[config.mk]
export PLATFORM = sky130hd
export DESIGN_NAME = t05_htree_merge_engine
export DESIGN_NICKNAME = d
export VERILOG_FILES = /design/src/rtl/t05_htree_merge_engine.sv
export SDC_FILE = /design/constraint.sdc
export NUM_CORES = 1
export LEC_CHECK = 0
export BUFFER_PORTS_ARGS = -buffer_cell sky130_fd_sc_hd__buf_2
export CORE_AREA = 2 2 118 120
export CTS_CLUSTER_DIAMETER = 150
export CTS_CLUSTER_SIZE = 10
export DETAILED_ROUTE_END_ITERATION = 16
export DIE_AREA = 0 0 120 122
export GPL_TIMING_DRIVEN = 0
export HOLD_SLACK_MARGIN = 0.02
export PLACE_DENSITY = 0.73
export SYNTH_ARGS = -nofsm -noshare
export SYNTH_HDL_FRONTEND = slang
export SYNTH_SLANG_ARGS = --single-unit
export TNS_END_PERCENT = 50
[constraint.sdc]
create_clock -name clk -period 1.84 [get_ports clk]
set_input_delay 0.552 -clock clk [delete_from_list [all_inputs] [get_ports clk]]
set_output_delay 0.552 -clock clk [all_outputs]
set_load 0.01 [all_outputs]
[src/rtl/t05_htree_merge_engine.sv]
// t05_htree_merge_engine -- Huffman tree merge step: emits a new sum node and clears the sum field of sum-node children.
// Revision 1.0
`default_nettype none

module t05_htree_merge_engine #(
  parameter int IDX_W  = 7,
  parameter int SUM_W  = 46,
  parameter int CW     = IDX_W + 2,
  parameter int NODE_W = IDX_W + 2*CW + SUM_W
) (
  input  logic              clk,
  input  logic              rst_n,
  input  logic              start,
  input  logic [CW-1:0]     least1,
  input  logic [CW-1:0]     least2,
  input  logic [SUM_W-1:0]  sum,
  input  logic              clear,
  output logic              node_valid,
  output logic [NODE_W-1:0] node_data,
  input  logic              node_ready,
  output logic              mem_req,
  output logic              mem_we,
  output logic [IDX_W-1:0]  mem_addr,
  output logic [NODE_W-1:0] mem_wdata,
  input  logic [NODE_W-1:0] mem_rdata,
  input  logic              mem_ack,
  output logic              busy,
  output logic              op_done,
  output logic              tree_done,
  output logic              err,
  output logic [IDX_W-1:0]  node_cnt
);

  localparam logic [CW-1:0]     NULL_CODE = {2'b11, {IDX_W{1'b0}}};
  localparam logic [NODE_W-1:0] KEEP_MASK = {{(NODE_W-SUM_W){1'b1}}, {SUM_W{1'b0}}};

  typedef enum logic [2:0] {
    IDLE = 3'd0,
    EMIT = 3'd1,
    RD1  = 3'd2,
    WR1  = 3'd3,
    RD2  = 3'd4,
    WR2  = 3'd5,
    FIN  = 3'd6
  } state_t;

  state_t             state_q, state_d;
  logic [CW-1:0]      l1_q, l1_d;
  logic [CW-1:0]      l2_q, l2_d;
  logic [SUM_W-1:0]   sum_q, sum_d;
  logic [IDX_W-1:0]   node_cnt_q, node_cnt_d;
  logic               err_q, err_d;
  logic               tree_done_q, tree_done_d;
  logic [NODE_W-1:0]  cap_q, cap_d;

  logic l1_is_sum;
  logic l2_is_sum;
  logic single_sym;

  assign l1_is_sum  = l1_q[CW-1] && (l1_q != NULL_CODE);
  assign l2_is_sum  = l2_q[CW-1] && (l2_q != NULL_CODE);
  assign single_sym = ((l1_q == NULL_CODE) && !l2_q[CW-1]) ||
                      ((l2_q == NULL_CODE) && !l1_q[CW-1]);

  always_ff @(posedge clk or negedge rst_n) begin
    if (!rst_n) begin
      state_q     <= IDLE;
      l1_q        <= '0;
      l2_q        <= '0;
      sum_q       <= '0;
      node_cnt_q  <= '0;
      err_q       <= 1'b0;
      tree_done_q <= 1'b0;
      cap_q       <= '0;
    end else begin
      state_q     <= state_d;
      l1_q        <= l1_d;
      l2_q        <= l2_d;
      sum_q       <= sum_d;
      node_cnt_q  <= node_cnt_d;
      err_q       <= err_d;
      tree_done_q <= tree_done_d;
      cap_q       <= cap_d;
    end
  end

  always_comb begin
    state_d     = state_q;
    l1_d        = l1_q;
    l2_d        = l2_q;
    sum_d       = sum_q;
    node_cnt_d  = node_cnt_q;
    err_d       = err_q;
    tree_done_d = 1'b0;
    cap_d       = cap_q;
    case (state_q)
      IDLE: begin
        if (clear) begin
          node_cnt_d = '0;
          err_d      = 1'b0;
        end
        if (start) begin
          l1_d  = least1;
          l2_d  = least2;
          sum_d = sum;
          // Two empty children mean the tree is already complete.
          if ((least1 == NULL_CODE) && (least2 == NULL_CODE)) begin
            tree_done_d = 1'b1;
          end else begin
            state_d = EMIT;
          end
        end
      end
      EMIT: begin
        if (node_ready) begin
          node_cnt_d = node_cnt_q + 1'b1;
          if (node_cnt_q == '1) begin
            err_d = 1'b1;
          end
          if (l1_is_sum)      state_d = RD1;
          else if (l2_is_sum) state_d = RD2;
          else                state_d = FIN;
        end
      end
      RD1: begin
        if (mem_ack) begin
          cap_d   = mem_rdata & KEEP_MASK;
          state_d = WR1;
        end
      end
      WR1: begin
        // Identical children share one node; it is only updated once.
        if (mem_ack) begin
          state_d = (l2_is_sum && (l2_q != l1_q)) ? RD2 : FIN;
        end
      end
      RD2: begin
        if (mem_ack) begin
          cap_d   = mem_rdata & KEEP_MASK;
          state_d = WR2;
        end
      end
      WR2: begin
        if (mem_ack) begin
          state_d = FIN;
        end
      end
      FIN: begin
        state_d = IDLE;
      end
      default: begin
        state_d = IDLE;
      end
    endcase
  end

  assign busy       = (state_q != IDLE);
  assign op_done    = (state_q == FIN);
  assign tree_done  = tree_done_q || ((state_q == FIN) && single_sym);
  assign err        = err_q;
  assign node_cnt   = node_cnt_q;
  assign node_valid = (state_q == EMIT);
  assign node_data  = {node_cnt_q, l1_q, l2_q, sum_q};
  assign mem_req    = (state_q == RD1) || (state_q == WR1) ||
                      (state_q == RD2) || (state_q == WR2);
  assign mem_we     = (state_q == WR1) || (state_q == WR2);
  assign mem_addr   = ((state_q == RD1) || (state_q == WR1)) ? l1_q[IDX_W-1:0] :
                      ((state_q == RD2) || (state_q == WR2)) ? l2_q[IDX_W-1:0] : '0;
  assign mem_wdata  = mem_we ? cap_q : '0;

endmodule

`default_nettype wire

==> metrics.txt <==
status finished, violations left; failing checks negative setup slack; root buf cell clkbuf_16; met3 wire length 972 um; Switching Share 33.4%; final routed DRC violation total 0; ANT cells 0; DR vias 3,872; Initial Utilization 35.9%; Post-Syn Area per Cell 12.7 um^2; endpoint type of the worst setup path output port; First DRT Iteration DRCs 165; #FFs+latches synth 101; Clock power frac 17.7%; hpwl dp 9.30 mm; Post-DRT Antenna Nets 0; first-pass GRT wire length 19.0 mm; fraction of layout cells with a size suffix above 1 65.6%; CTS tree yes; slew at the pin closest to its max-slew limit 0.656 ns; Netlist cell types 41; highest routed layer met4; HP Class input pin to async pin; top_reg_cell synth dfrtp_1; area grow syn2layout 53.8%; Max Fclk 432 MHz; Crit Path Max Fanout 6; DIE AREA 14,600 um^2; largest area contributor in the netlist dfrtp_1; final setup fails 113; FP Rows 43; CP max stage cell dfrtp_1; Avg WL per Cell 14.8 um; relative slew slack 56.3%; clk slew on worst S/H paths 0.07 ns; sequential fraction of the synthesis area 52.2%; setup TNS -22.34 ns; element type at the critical path start flop; drt total wl 12.8 mm; gr usage total 16.4%; count of pins over their slew limit 0; Logic pwr share 49.6%; total power 12.5 mW; Setup Skew 0.00775 ns; Worst path max stage delay 0.38 ns; drt first pass iters 4; grt ovf 0; metal1 wirelength 5.03 mm; leak pwr 3.79 nW; Ports 304; Internal 8.30 mW; max cap viols 0; Fin. Hold Viols 0; crit path time final 2.32 ns; final setup margin -0.477 ns; most frequent cell on the critical path buf_6; I/O Buffers 211; count leader, synth dfrtp_1; CTS buffer count 9; Die Y 122 um; crit path DAT 1.76 ns; synthesis warning total 0; pwr/cell area 1670 nW/um^2; Synth top area share 52.2%; RSZ-0062 raised after global routing yes; final worst path period share 126%; Placer Congestion 0.777; final core occ 55.2%; largest net degree at the start of global routing 55; Syn Inst Count 383; Peak VDD IR 0.801 mV; async set-reset flop share out of synthesis 100%; Max clock buf depth 2; H-tree Lvls 3; vias in the first global route 3,854; NumNets Final 818; die extent in x 120 um; initial antenna violation count 0; Setup Crit Path Kind flop to output port; worst-path cell chain buf_6, and2b_2, nor2_4, nor2b_4, buf_12, buf_4, and2_4, buf_6; post-DR vias/cell 4.50; Cell Area, Synth 4850 um^2; Synth area leaders dfrtp_1 52%, mux2_2 21%, buf_4 9.5%; top post-synthesis cells by count 101 x dfrtp_1, 89 x mux2_2, 61 x buf_4; sequential share of power 32.7%; CTS Sinks 101; Core ar. 13,500 um^2; sw power 4.17 mW; Post-synth EDFFs 0; Skew-Pair Late Insertion Delay 0.33 ns; worst path required time 1.29 ns; CTS Hold Bufs 0; WL met2 6.65 mm
-- power groups by stage --
stage | clock, mW | sequential (mW) | combinational, mW
floorplan | 0 | 4.31 | 2.85
global placement | 0 | 4.02 | 4.81
detailed placement | 0 | 4.10 | 4.91
CTS | 2.26 | 4.05 | 5.89
global route | 2.34 | 4.22 | 6.64
finish | 2.20 | 4.08 | 6.18
-- per-stage QoR --
stage          instances  hold slack [ns]  worst slack, ns  instance area (um^2)
3_5_place_dp         820            0.472           -0.310                  6410
6_report             861            0.244           -0.477                  7450
5_1_grt              861            0.284           -0.569                  7450
3_3_place_gp         819            0.468           -0.788                  6380
2_1_floorplan        428            0.256          -0.0126                  5090
4_1_cts              856            0.252           -0.535                  7300
-- placed cells by master (no fill, tap or decap), types with 4 or more instances in the layout --
cell	n
a21oi_1	7
a22o_1	7
and2_4	26
buf_16	7
buf_2	183
buf_4	65
buf_6	40
buf_8	9
clkbuf_16	9
conb_1	46
dfrtp_1	101
inv_1	5
mux2_2	76
mux2_4	14
nand2_1	10
nand4_1	4
nor2_1	10
nor4_1	4
o21ai_0	4
xor2_1	10
-- cells by family (layout without fill, tap and decap cells) --
logic type | count (synthesis) | count (layout) | share of synthesized area [%]
flip-flops | 101 | 101 | 52.2
multiplexers | 90 | 90 | 20.9
other | 1 | 46 | 0.0774
adder cells (fa/ha/maj) | 1 | 1 | 0.258
AND/OR/NAND/NOR | 78 | 78 | 10.1
AO/OA/AOI/OAI | 25 | 25 | 3.36
buffers and inverters | 75 | 328 | 10.9
XOR/XNOR | 12 | 12 | 2.17
-- flip-flops by register name, indices dropped and copies added (netlist names) --
register,flops
node_cnt,7
tree_done_q,1
cap_q,25
l2_q,9
state_q,3
err,1
l1_q,9
sum_q,46
-- critical path: cells and delay by family (launching register included) --
kind	cells	cell delay (ns)
simple gates	4	0.55
buf+inv	4	0.50
flops	1	0.38
-- path summary, 6_finish.rpt --
path                                        start               endpoint  slack (ns)  cells past startpoint
setup / recovery           state_q[1]$_DFFE_PN0P_          mem_wdata[49]       -0.48                      8
hold / removal                              rst_n  cap_q[67]$_DFFE_PN0P_        0.24                      1
setup reg to reg           state_q[1]$_DFFE_PN0P_    l1_q[3]$_DFFE_PN0P_       -0.16                      9
hold reg to reg                   err$_DFFE_PN0P_        err$_DFFE_PN0P_        0.49                      2
max in group asynchronous                   rst_n  sum_q[23]$_DFFE_PN0P_        0.90                      2
min in group clk                          sum[24]  sum_q[24]$_DFFE_PN0P_        0.44                      2
-- repair_timing --
action	4_1_cts	5_1_grt
pin swaps	10	14
setup endpoints to repair	117	125
hold endpoints to repair	0	0
gates cloned	8	1
buffers inserted	12	10
gates resized for setup	54	44
-- metal layers --
| layer | vias up | GRT usage [%] |
|---|---|---|
| met4 | 0 | 5.15 |
| met1 | 1887 | 19.3 |
| met5 | - | 0 |
| met3 | 7 | 4.49 |
| li1 | 1810 | - |
| met2 | 168 | 29.0 |
-- layout make-up --
class | count | area [um^2]
Inverter | 5 | 18.8
Timing Repair Buffer | 239 | 1640
Multi-Input combinational cell | 252 | 2110
Fill cell | 1119 | 6050
Clock buffer | 11 | 243
Clock inverter | 5 | 106
Tap cell | 180 | 225
Buffer | 68 | 591
Sequential cell | 101 | 2530
No activity file was read; power rests on OpenSTA's default activity.
